### src/rtl/irq_ctrl_if.sv
// Signal bundle between the interrupt sequencer and the core (decode, CSR, fetch redirect).
// The sequencer uses the slave modport; the core side uses master.
interface irq_ctrl_if;
  logic        ext_irq;
  logic        timer_int;
  logic        ecall;
  logic        mret;
  logic [3:0]  mie;
  logic        pipe_ready;
  logic [31:0] pc_ex;
  logic        pending;
  logic [2:0]  mip_in;
  logic        interrupt;
  logic        interrupt_EX;
  logic        mie_in;
  logic [31:0] pc_save;
  logic        flush;
  logic [31:0] vector;
  logic [1:0]  cause;
  logic        notServiced;

  modport master (
    output ext_irq, timer_int, ecall, mret, mie, pipe_ready, pc_ex,
    input  pending, mip_in, interrupt, interrupt_EX, mie_in, pc_save,
           flush, vector, cause, notServiced
  );

  modport slave (
    input  ext_irq, timer_int, ecall, mret, mie, pipe_ready, pc_ex,
    output pending, mip_in, interrupt, interrupt_EX, mie_in, pc_save,
           flush, vector, cause, notServiced
  );
endinterface

### src/rtl/irq_ctrl.sv
// Interrupt sequencer: latches ext/timer/ecall events, arbitrates them against mie,
// and issues the take / MIE-clear pulses to the CSR block at a safe pipeline boundary.
//
// state   | meaning
// IDLE    | nothing eligible, or waiting for events after mret
// PEND    | eligible event present, waiting for pipe_ready
// TAKE    | one-cycle take: interrupt/flush high, pend[cause] cleared
// HANDLER | handler running; first cycle drives interrupt_EX, exit on mret
module irq_ctrl #(
  parameter logic [31:0] VEC_BASE = 32'h0000_0100
) (
  input  logic       clk,
  input  logic       rst,
  irq_ctrl_if.slave  bus
);

  localparam logic [1:0] IDLE    = 2'd0;
  localparam logic [1:0] PEND    = 2'd1;
  localparam logic [1:0] TAKE    = 2'd2;
  localparam logic [1:0] HANDLER = 2'd3;

  logic [1:0]  state, state_next;
  logic        sync1, sync2, sync2_d;
  logic        ext_rise;
  logic [2:0]  pend, pend_set, pend_clr, pend_next;
  logic [2:0]  eligible;
  logic [1:0]  cause_sel, cause_q;
  logic [31:0] vector_q, pc_save_q;
  logic        ex_q;
  logic        take_go;

  // Two-flop synchronizer plus edge flop; edge flop resetting to 0 makes a line
  // already high at reset release count as one event.
  always_ff @(posedge clk or negedge rst) begin
    if (!rst) begin
      sync1   <= 1'b0;
      sync2   <= 1'b0;
      sync2_d <= 1'b0;
    end else begin
      sync1   <= bus.ext_irq;
      sync2   <= sync1;
      sync2_d <= sync2;
    end
  end

  assign ext_rise = sync2 & ~sync2_d;

  assign eligible = pend & bus.mie[2:0] & {3{bus.mie[3]}};

  always_comb begin
    cause_sel = 2'd0;
    if (eligible[2])      cause_sel = 2'd2;
    else if (eligible[1]) cause_sel = 2'd1;
  end

  assign pend_set  = {ext_rise, bus.timer_int, bus.ecall};
  assign pend_clr  = (state == TAKE) ? (3'b001 << cause_q) : 3'b000;
  // Set beats clear so a level timer still high at the take stays pending.
  assign pend_next = (pend & ~pend_clr) | pend_set;

  always_ff @(posedge clk or negedge rst) begin
    if (!rst) pend <= 3'b000;
    else      pend <= pend_next;
  end

  assign take_go = (state == PEND) && (eligible != 3'b000) && bus.pipe_ready;

  always_comb begin
    state_next = state;
    case (state)
      IDLE:    if (eligible != 3'b000) state_next = PEND;
      PEND: begin
        if (eligible == 3'b000)  state_next = IDLE;
        else if (bus.pipe_ready) state_next = TAKE;
      end
      TAKE:    state_next = HANDLER;
      HANDLER: if (bus.mret) state_next = IDLE;
      default: state_next = IDLE;
    endcase
  end

  always_ff @(posedge clk or negedge rst) begin
    if (!rst) begin
      state     <= IDLE;
      ex_q      <= 1'b0;
      cause_q   <= 2'd0;
      vector_q  <= VEC_BASE;
      pc_save_q <= 32'd0;
    end else begin
      state <= state_next;
      ex_q  <= (state == TAKE);
      if (take_go) begin
        cause_q   <= cause_sel;
        vector_q  <= VEC_BASE + {28'd0, cause_sel, 2'b00};
        pc_save_q <= bus.pc_ex;
      end
    end
  end

  assign bus.pending      = (pend_next != pend);
  assign bus.mip_in       = pend_next;
  assign bus.interrupt    = (state == TAKE);
  assign bus.flush        = (state == TAKE);
  assign bus.interrupt_EX = ex_q;
  assign bus.mie_in       = ex_q ? 1'b0 : bus.mret;
  assign bus.pc_save      = pc_save_q;
  assign bus.vector       = vector_q;
  assign bus.cause        = cause_q;
  assign bus.notServiced  = pend[1];

endmodule
### src/flat_wrapper.sv
// flat-port wrapper written by rule: the top's interface ports become plain ports
module irq_ctrl_flat 
#(
  parameter logic [31:0] VEC_BASE = 32'h0000_0100
)
  (clk, rst, bus_ext_irq, bus_timer_int, bus_ecall, bus_mret, bus_mie, bus_pipe_ready, bus_pc_ex, bus_pending, bus_mip_in, bus_interrupt, bus_interrupt_EX, bus_mie_in, bus_pc_save, bus_flush, bus_vector, bus_cause, bus_notServiced);
  irq_ctrl_if bus_i ();
  input  logic clk;
  input  logic rst;
  input wire logic [$bits(bus_i.ext_irq)-1:0] bus_ext_irq;
  input wire logic [$bits(bus_i.timer_int)-1:0] bus_timer_int;
  input wire logic [$bits(bus_i.ecall)-1:0] bus_ecall;
  input wire logic [$bits(bus_i.mret)-1:0] bus_mret;
  input wire logic [$bits(bus_i.mie)-1:0] bus_mie;
  input wire logic [$bits(bus_i.pipe_ready)-1:0] bus_pipe_ready;
  input wire logic [$bits(bus_i.pc_ex)-1:0] bus_pc_ex;
  output wire logic [$bits(bus_i.pending)-1:0] bus_pending;
  output wire logic [$bits(bus_i.mip_in)-1:0] bus_mip_in;
  output wire logic [$bits(bus_i.interrupt)-1:0] bus_interrupt;
  output wire logic [$bits(bus_i.interrupt_EX)-1:0] bus_interrupt_EX;
  output wire logic [$bits(bus_i.mie_in)-1:0] bus_mie_in;
  output wire logic [$bits(bus_i.pc_save)-1:0] bus_pc_save;
  output wire logic [$bits(bus_i.flush)-1:0] bus_flush;
  output wire logic [$bits(bus_i.vector)-1:0] bus_vector;
  output wire logic [$bits(bus_i.cause)-1:0] bus_cause;
  output wire logic [$bits(bus_i.notServiced)-1:0] bus_notServiced;
  assign bus_i.ext_irq = bus_ext_irq;
  assign bus_i.timer_int = bus_timer_int;
  assign bus_i.ecall = bus_ecall;
  assign bus_i.mret = bus_mret;
  assign bus_i.mie = bus_mie;
  assign bus_i.pipe_ready = bus_pipe_ready;
  assign bus_i.pc_ex = bus_pc_ex;
  assign bus_pending = bus_i.pending;
  assign bus_mip_in = bus_i.mip_in;
  assign bus_interrupt = bus_i.interrupt;
  assign bus_interrupt_EX = bus_i.interrupt_EX;
  assign bus_mie_in = bus_i.mie_in;
  assign bus_pc_save = bus_i.pc_save;
  assign bus_flush = bus_i.flush;
  assign bus_vector = bus_i.vector;
  assign bus_cause = bus_i.cause;
  assign bus_notServiced = bus_i.notServiced;
  irq_ctrl #(.VEC_BASE(VEC_BASE)) u_core (.clk(clk), .rst(rst), .bus(bus_i));
endmodule
### config.mk
export PLATFORM = sky130hd
export DESIGN_NAME = irq_ctrl_flat
export DESIGN_NICKNAME = d
export VERILOG_FILES = /design/src/rtl/irq_ctrl_if.sv /design/src/rtl/irq_ctrl.sv /design/src/flat_wrapper.sv
export SDC_FILE = /design/constraint.sdc
export NUM_CORES = 1
export LEC_CHECK = 0
export CAP_MARGIN = 20
export CORE_UTILIZATION = 38
export DETAILED_ROUTE_END_ITERATION = 7
export HOLD_SLACK_MARGIN = 0.15
export PLACE_DENSITY = 0.8
export SLEW_MARGIN = 0
export SYNTH_ARGS = -nofsm -noshare
export SYNTH_HDL_FRONTEND = slang
export SYNTH_SLANG_ARGS = --single-unit
### constraint.sdc
create_clock -name clk -period 2.3 [get_ports clk]
set_clock_uncertainty 0.2 [all_clocks]
set_input_delay 0.23 -clock clk [delete_from_list [all_inputs] [get_ports clk]]
set_output_delay 0.23 -clock clk [all_outputs]
set_load 0.01 [all_outputs]
Word level (Yosys, flattened, before mapping)
Cells that the tools add are included.

operators by class
  $add $sub $neg = 1
  multipliers = 0
  divide/modulo/power cells = 0
  magnitude comparators = 0
  eq/ne operators = 7
  shifts and indexed selects = 1
  mux-type cells = 9
  bitwise operators = 7
  reduce and logical (&&, ||, !) cells = 6

operator list
  kind                                                   count
  adder 9 x 4 -> 10 bit, first input constant            1
  2-to-1 mux 2 bit                                       5
  bitwise AND 3 bit                                      3
  case mux 2 bit (4 select lines)                        1
  == test 2 bit, second input constant                   2
  zero test 3 bit                                        1
  2-to-1 mux 3 bit                                       1
  inequality test 3 bit                                  1
  inequality test 3 bit, second input constant           1
  inverter 3 bit                                         1
  OR 3 bit                                               1
  AND reduction 3 bit                                    1
  nonzero test 3 bit                                     1
  << shifter 1 x 2 -> 3 bit, first input constant        1
  == test 2 x 1 -> 1 bit, second input constant          1
  logical AND 1 bit                                      2
  zero test 2 bit                                        1
  2-to-1 mux 1 bit                                       2
  inequality test 2 x 1 -> 1 bit, second input constant  1
  inequality test 2 bit, second input constant           1
  bitwise AND 1 bit                                      1
  inverter 1 bit                                         1

storage, ports and cells
  bits in registers = 75
  latch bits = 0
  memory bits (writable) = 0
  ROM bits = 0
  bits of input ports = 43
  memories kept = 0

Logic depth before layout (Yosys ltp)
Gate-level depths: netlist of run 1.

  depth in word-level cells = 6
  depth in mapped cells = 4

Worst setup path after synthesis of run 1
No wires, ideal clock.

  path type = register to register
  from = register u_core.pend[1]
  to = register u_core.pc_save_q[10] (netlist: u_core.bus.pc_save[10])
  setup time = 125 ps
  arrival time = 1571 ps
  data required time = 1975 ps
  path slack = 404 ps
  stages on the path, launching flop included = 5
  buffers on the path = 1
  clock period less this slack = 1896 ps
  cells stage by stage = dfrtp_1 a222oi_1 nor2_2 buf_6 mux2_4

between the ends
  word-level cells in the longest chain between the ends = 5

RTL lines
  what                             line            source
  start: declaration               irq_ctrl.sv:25  logic [2:0] pend, pend_set, pend_clr, pend_next;
  start signal: assignment         irq_ctrl.sv:63  else pend <= pend_next;
  bitwise AND 3 bit (2 in series)  irq_ctrl.sv:48  assign eligible = pend & bus.mie[2:0] & {3{bus.mie[3]}};
  nonzero test 3 bit               irq_ctrl.sv:66  assign take_go = (state == PEND) && (eligible != 3'b000) && bus.pipe_ready;
  logical AND 1 bit (2 in series)  irq_ctrl.sv:66
  end signal: assignment           irq_ctrl.sv:95  pc_save_q <= bus.pc_ex;
  end: declaration                 irq_ctrl.sv:28  logic [31:0] vector_q, pc_save_q;

No other way between the ends.
A chain may end at the register's enable or synchronous reset.

Worst setup path in the final report of run 1
  from = register u_core.state[0]
  to = output port bus_mip_in[2]

between the ends
  word-level cells in the longest chain between the ends = 5

RTL lines
  what                      line                source
  start: declaration        irq_ctrl.sv:22      logic [1:0] state, state_next;
  start signal: assignment  irq_ctrl.sv:90      state <= state_next;
  == test 2 bit             irq_ctrl.sv:57      assign pend_clr = (state == TAKE) ? (3'b001 << cause_q) : 3'b000;
  2-to-1 mux 3 bit          irq_ctrl.sv:57
  inverter 3 bit            irq_ctrl.sv:59      assign pend_next = (pend & ~pend_clr) | pend_set;
  bitwise AND 3 bit         irq_ctrl.sv:59
  OR 3 bit                  irq_ctrl.sv:59
  end: declaration          flat_wrapper.sv:18  output wire logic [$bits(bus_i.mip_in)-1:0] bus_mip_in;

No other way between the ends.

==> impl_table.tex, run 1 <==
\begin{tabular}{lr}
\hline
Metric & Value \\
\hline
\multicolumn{2}{l}{\textbf{Run status}} \\
Outcome & completed \\
\multicolumn{2}{l}{\textbf{Synth}} \\
Average cell area after synthesis & 14.2 um2 \\
Top cells by area, synth & dfrtp\_1 (52\%), mux2\_4 (21\%), buf\_4 (12\%) \\
Most common flop cell mapped by yosys & dfrtp\_1 \\
Register area share after synthesis & 52.2\% \\
Async set-reset flop share out of synthesis & 100\% \\
Cell count after synthesis & 145 \\
Top cell type by total area after synthesis & dfrtp\_1 \\
\#FFs+latches synth & 43 \\
Warnings, synthesis & 0 \\
Area share of the largest cell type after synthesis & 52.2\% \\
Cell area after synthesis & 0.00206 mm2 \\
Distinct cell type count of the synthesized netlist & 26 \\
Number of enable-type register cells in the synthesized netlist & 0 \\
\multicolumn{2}{l}{\textbf{Floorplanning}} \\
Die Span X & 75.6 um \\
Y dimension of the die & 75.6 um \\
Number of placement rows & 26 \\
Total die area & 0.00572 mm2 \\
Effective utilization at floorplan & 39.8\% \\
\# IOs & 118 \\
Core Region & 0.00517 mm2 \\
\multicolumn{2}{l}{\textbf{Worst setup path}} \\
Setup crit end kind & output port \\
Stages on worst setup path & 4 \\
Nature of the critical path startpoint & register \\
Depth of the most critical reg-to-reg path & 5 \\
Setup slack, reg-to-reg & 0.33 ns \\
End of the worst register-to-register path & u\_core.bus.pc\_save[0] \\
Required time at the endpoint of the critical path & 1.87 ns \\
Top fanout value on the critical path & 6 \\
Highest cell delay on the worst timing path & 0.47 ns \\
Arrival time reported for the critical path endpoint & 1.78 ns \\
Number of buffer and inverter instances along the worst setup path & 2 \\
Slowest cell on the critical path & clkdlybuf4s50\_1 \\
Class of the most critical setup path & reg -> out \\
Kind of cell adding the most delay to the critical path & buffers and inverters \\
Chain of cells forming the critical path & buf\_4, nand4bb\_1, a21o\_2, clkdlybuf4s50\_1 \\
\multicolumn{2}{l}{\textbf{Clock network}} \\
\# clock sinks & 43 \\
CTS tree & yes \\
\# Post-CTS Setup Buffers & 0 \\
Root buf cell & clkbuf\_8 \\
H-tree depth reported by CTS & 2 \\
Cts bufs inserted & 5 \\
CTS clock-pin slew for the worst setup and hold paths & 0.08 ns \\
Buffer depth of the longest clock path & 2 \\
Skew-Pair Late Insertion Delay & 0.29 ns \\
\multicolumn{2}{l}{\textbf{Route}} \\
Iteration count of the initial detailed-routing pass & 4 \\
Remaining number of nets flagged by the antenna check after routing & 0 \\
DRT Wirelength & 4210 um \\
Starting DRT DRC Count & 59 \\
DRC Markers & 0 \\
Via count normalized by instance count & 4.37 \\
Routed via count & 1,368 \\
Mean routed wirelength per cell & 13.5 um \\
\multicolumn{2}{l}{\textbf{Timing}} \\
Final-layout setup total negative slack & 0 ns \\
Share of the clock period used by the worst path & 96.2\% \\
Min Tclk post-route & 2.21 ns \\
Slew Viols, Final & 0 \\
Upper clock frequency limit & 452 MHz \\
Number of endpoints failing setup at the final stage & 0 \\
Hold violation total from the final report & 0 \\
RSZ-0062 raised after global routing & no \\
\multicolumn{2}{l}{\textbf{Placement}} \\
Cell area after placement & 0.00294 mm2 \\
Routability-driven placement congestion ratio & 0.757 \\
Number of input and output port buffers inserted & 87 \\
Half-perimeter wire length after placement & 3180 um \\
\multicolumn{2}{l}{\textbf{Cells and area}} \\
Highest-count cells in the layout ignoring fill and taps & clkdlybuf4s50\_1 (84), dfrtp\_1 (43), conb\_1 (30) \\
Share of cells above drive strength 1 & 23.0\% \\
Area added between synthesis and finish & 48.2\% \\
Antenna Diode Count & 0 \\
Total of fill cells in the finished design & 451 \\
Commonest non-fill, non-tap cell in the layout & clkdlybuf4s50\_1 \\
End-of-flow core utilization & 59.0\% \\
Final instance area & 0.00305 mm2 \\
Final Net Count & 285 \\
\multicolumn{2}{l}{\textbf{Worst hold path}} \\
Hold Path Depth & 0 \\
Tightest Hold Check Type & reg -> reg \\
Worst Hold End & u\_core.sync2 \\
Beginning of the worst hold path & u\_core.sync1 \\
\multicolumn{2}{l}{\textbf{GRT}} \\
Total Routing Usage GR & 15.6\% \\
Global-route wire length before repair & 6400 um \\
Maximum number of pins on one net before global-route repair & 39 \\
Number of antenna violations at the first check in global routing & 0 \\
Via count of the first global-routing pass & 1,291 \\
Overflow left after global routing & 0 \\
\multicolumn{2}{l}{\textbf{Pwr}} \\
Power per unit of standard cell area & 1170 mW/mm2 \\
Leakage dissipation & 1.38 nW \\
Worst IR Drop VDD & 0.464 mV \\
Sum of internal, switching and leakage power & 3.58 mW \\
\multicolumn{2}{l}{\textbf{Job}} \\
Number of max-capacitance violations reported & 0 \\
\hline
\end{tabular}
==> worst register-to-register path: stages, from the launching register on <==
cell	delay (ns)
dfrtp_1	0.41
buf_4	0.16
nand4b_1	0.30
nor2_4	0.23
buf_12	0.20
mux2_2	0.36
==> metrics by stage <==
stage / setup WS (ns) / hold slack, ns / instances
2_1_floorplan: 0.404 / -0.266 / 173
3_3_place_gp: -0.00978 / -0.140 / 303
3_5_place_dp: -0.0407 / -0.135 / 303
4_1_cts: 0.0315 / 0.171 / 313
5_1_grt: 0.0200 / 0.169 / 313
6_report: 0.0869 / 0.165 / 313
==> synthesized netlist by cell type, types with 2 or more instances <==
master and count:
dfrtp_1 43, buf_4 33, mux2_4 29, nor2b_1 5, mux2_2 4, buf_6 3
inv_1 3, o21ai_0 3, a21o_1 2, conb_1 2, nand2_1 2, nor3_1 2
==> cell type report <==
cell class,count,area [um2],area share (%)
Sequential cell,43,1080,35.2
Timing Repair Buffer,98,972,31.8
Multi-Input combinational cell,91,826,27.0
Tap cell,70,87.6,2.87
Clock buffer,7,76.3,2.50
Inverter,3,11.3,0.369
Clock inverter,1,5.00,0.164
==> where the power goes <==
group	internal [mW]	switching (mW)	leakage, nW
Combinational	1.20	0.626	0.827
Clock	0.213	0.238	0.0422
Sequential	1.10	0.198	0.509
Total	2.52	1.06	1.38
==> routing by layer <==
layer	vias up	track usage [%]	routed length, um
li1	625	-	-
met1	675	19.5	1670
met2	63	25.9	2240
met3	5	4.10	239
met4	0	6.17	66
met5	-	0	0
==> cell families (layout without fill, tap and decap cells) <==
logic type / count (synthesis) / count (layout) / share of synthesized area [%]
buffers and inverters: 39 / 109 / 14.2
AOI/OAI and AO/OA: 12 / 12 / 4.55
other: 2 / 30 / 0.364
muxes: 33 / 33 / 23.3
DFF: 43 / 43 / 52.2
and+or+nand+nor: 16 / 16 / 5.34
==> flip-flops by register name, indices dropped and copies added (netlist names), named ones only <==
name / flops
u_core.bus.pc_save: 32
u_core.pend: 3
u_core.sync1: 1
u_core.sync2: 1
u_core.state: 1
u_core.sync2_d: 1
u_core.bus.vector: 2
u_core.bus.interrupt_EX: 1
==> repair_timing <==
| action | 4_1_cts | 5_1_grt |
|---|---|---|
| hold endpoints to repair | 43 | 0 |
| endpoints found under the setup margin | 3 | 1 |
| resized for setup | 8 | 1 |
| hold buffers | 2 | 0 |
==> worst max-delay path by stage <==
stage / from / endpoint
after floorplan: u_core.pend[1] / u_core.bus.pc_save[10]
after global placement: bus_timer_int / bus_pending
after detailed placement: bus_timer_int / bus_pending
after CTS: u_core.bus.vector[3] / bus_mip_in[1]
after global routing: u_core.state[0] / bus_mip_in[2]
final: u_core.state[0] / bus_mip_in[2]
No activity file was read; power rests on OpenSTA's default activity.
==> run 2, diff against run 1 <==
Clock period 2.3 ns to 2.5 ns, I/O delays scaled along.
==> impl_table.tex, run 2 (same netlist as run 1, synthesis figures left out) <==
\begin{tabular}{lr}
\hline
Metric & Value \\
\hline
\multicolumn{2}{l}{\textbf{Floorplanning}} \\
Number of placement rows & 26 (unchanged) \\
Die Span X & 75.6 um (unchanged) \\
Total die area & 0.00572 mm2 (unchanged) \\
Y dimension of the die & 75.6 um (unchanged) \\
Core Region & 0.00517 mm2 (unchanged) \\
Effective utilization at floorplan & 39.8\% (unchanged) \\
\# IOs & 118 (unchanged) \\
\multicolumn{2}{l}{\textbf{Clock network}} \\
Root buf cell & clkbuf\_8 (unchanged) \\
Buffer depth of the longest clock path & 2 (unchanged) \\
Skew-Pair Late Insertion Delay & 0.29 ns (about the same) \\
\# clock sinks & 43 (unchanged) \\
CTS tree & yes (unchanged) \\
CTS clock-pin slew for the worst setup and hold paths & 0.08 ns (about the same) \\
H-tree depth reported by CTS & 2 (unchanged) \\
Cts bufs inserted & 5 (unchanged) \\
\multicolumn{2}{l}{\textbf{Pwr}} \\
Leakage dissipation & 1.37 nW (was 1.38 nW) \\
Power per unit of standard cell area & 1080 mW/mm2 (was 1170 mW/mm2) \\
Worst IR Drop VDD & 0.418 mV (was 0.464 mV) \\
\multicolumn{2}{l}{\textbf{Timing}} \\
Hold violation total from the final report & 0 (unchanged) \\
Upper clock frequency limit & 419 MHz \\
Number of endpoints failing setup at the final stage & 0 (unchanged) \\
Min Tclk post-route & 2.39 ns \\
Slew HR & 63.6\% \\
Final-layout setup total negative slack & 0 ns (unchanged) \\
RSZ-0062 raised after global routing & no (unchanged) \\
Share of the clock period used by the worst path & 95.4\% \\
Worst slew pin tran & 0.545 ns \\
Slew Viols, Final & 0 (unchanged) \\
\multicolumn{2}{l}{\textbf{Job}} \\
Number of max-capacitance violations reported & 0 (unchanged) \\
\multicolumn{2}{l}{\textbf{GRT}} \\
Global routing usage on met1 & 19.8\% (was 19.5\%) \\
Busiest layer in global routing & met2 (unchanged) \\
Met2 Resource Use GR & 24.6\% (was 25.9\%) \\
Global-route wire length before repair & 6340 um (was 6400 um) \\
Via count of the first global-routing pass & 1,304 (was 1,291) \\
Number of antenna violations at the first check in global routing & 0 (unchanged) \\
Maximum number of pins on one net before global-route repair & 44 (was 39) \\
Global routing met3 resource utilization & 3.17\% (was 4.10\%) \\
Total Routing Usage GR & 15.2\% (was 15.6\%) \\
Overflow left after global routing & 0 (unchanged) \\
\multicolumn{2}{l}{\textbf{Placement}} \\
Half-perimeter wire length after placement & 3030 um (was 3180 um) \\
Routability-driven placement congestion ratio & 0.737 (was 0.757) \\
Number of input and output port buffers inserted & 87 (unchanged) \\
\multicolumn{2}{l}{\textbf{Route}} \\
Routed via count & 1,371 (was 1,368) \\
DRT Wirelength & 4170 um (was 4210 um) \\
Remaining number of nets flagged by the antenna check after routing & 0 (unchanged) \\
Via count normalized by instance count & 4.42 (was 4.37) \\
DRC Markers & 0 (unchanged) \\
Starting DRT DRC Count & 60 (was 59) \\
Mean routed wirelength per cell & 13.5 um (about the same) \\
Iteration count of the initial detailed-routing pass & 4 (unchanged) \\
\multicolumn{2}{l}{\textbf{Cells and area}} \\
Highest-count cells in the layout ignoring fill and taps & clkdlybuf4s50\_1 (85), dfrtp\_1 (43), conb\_1 (30) (was clkdlybuf4s50\_1 (84), dfrtp\_1 (43), conb\_1 (30)) \\
Area added between synthesis and finish & 47.2\% (was 48.2\%) \\
Total of fill cells in the finished design & 449 (was 451) \\
Final Net Count & 283 (was 285) \\
Flip-flop count of the largest register, all copies and words added & 32 (unchanged) \\
Share of cells above drive strength 1 & 22.5\% (was 23.0\%) \\
End-of-flow core utilization & 58.6\% (was 59.0\%) \\
Commonest non-fill, non-tap cell in the layout & clkdlybuf4s50\_1 (unchanged) \\
Antenna Diode Count & 0 (unchanged) \\
\multicolumn{2}{l}{\textbf{Worst setup path}} \\
Number of buffer and inverter instances along the worst setup path & 2 (unchanged) \\
Arrival time reported for the critical path endpoint & 1.94 ns (was 1.78 ns) \\
Chain of cells forming the critical path & buf\_4, nor4bb\_1, o21bai\_1, clkdlybuf4s50\_1 (was buf\_4, nand4bb\_1, a21o\_2, clkdlybuf4s50\_1) \\
Kind of cell adding the most delay to the critical path & buffers and inverters (unchanged) \\
Class of the most critical setup path & reg -> out (unchanged) \\
Top fanout value on the critical path & 5 (was 6) \\
Nature of the critical path startpoint & register (unchanged) \\
Slowest cell on the critical path & clkdlybuf4s50\_1 (unchanged) \\
Setup crit end kind & output port (unchanged) \\
Required time at the endpoint of the critical path & 2.05 ns (was 1.87 ns) \\
Highest cell delay on the worst timing path & 0.51 ns (was 0.47 ns) \\
\multicolumn{2}{l}{\textbf{Run status}} \\
Outcome & completed (unchanged) \\
\multicolumn{2}{l}{\textbf{Worst hold path}} \\
Tightest Hold Check Type & reg -> reg (unchanged) \\
\hline
\end{tabular}
-- run 2: routing by layer --
metal	share of wire, %	vias up
met2	52	61
met4	1.4	0
met1	42	680
met3	5.2	5
li1	-	625
met5	0	-
-- run 2: power breakdown --
| group | switching, mW | internal (mW) | total (mW) |
|---|---|---|---|
| Clock | 0.222 | 0.217 | 0.439 |
| Sequential | 0.183 | 1.01 | 1.19 |
| Combinational | 0.557 | 1.10 | 1.66 |
-- run 2: timing repair --
action	CTS	global route
setup buffers	1	0
hold endpoints to repair	43	0
endpoints found under the setup margin	2	0
gates resized for setup	3	0
hold buffers	1	0
-- run 2: final timing paths --
path	startpoint	to	slack (ns)	depth (start not counted)
min reg2reg	u_core.sync1	u_core.sync2	0.15	0
min	u_core.sync1	u_core.sync2	0.15	0
max reg2reg	register	u_core.bus.pc_save[1]	0.55	5
max	u_core.bus.vector[3]	bus_mip_in[1]	0.11	4
max in group asynchronous	rst	u_core.bus.pc_save[10]	1.37	3
min in group asynchronous	rst	u_core.pend[2]	0.36	3
-- run 2: area by class of cell --
class / instances / area (um2) / area share [%]
sequential: 43 / 1080 / 35.5
timing repair buffer: 96 / 960 / 31.6
multi-input combinational: 91 / 811 / 26.7
tap: 70 / 87.6 / 2.89
clock buffer: 6 / 82.6 / 2.72
inverter: 3 / 11.3 / 0.371
clock inverter: 1 / 5.00 / 0.165
-- run 2: metrics by stage --
step                hold WS (ns)  setup slack, ns  total power, mW  area (um2)  instances
floorplan                 -0.246            0.604             2.01        2170        173
global placement           0.132            0.148             2.82        2920        301
detailed placement         0.136            0.107             2.86        2920        301
CTS                        0.154            0.112             3.34        3030        310
global route               0.167           0.0353             3.51        3030        310
finish                     0.151            0.114             3.29        3030        310
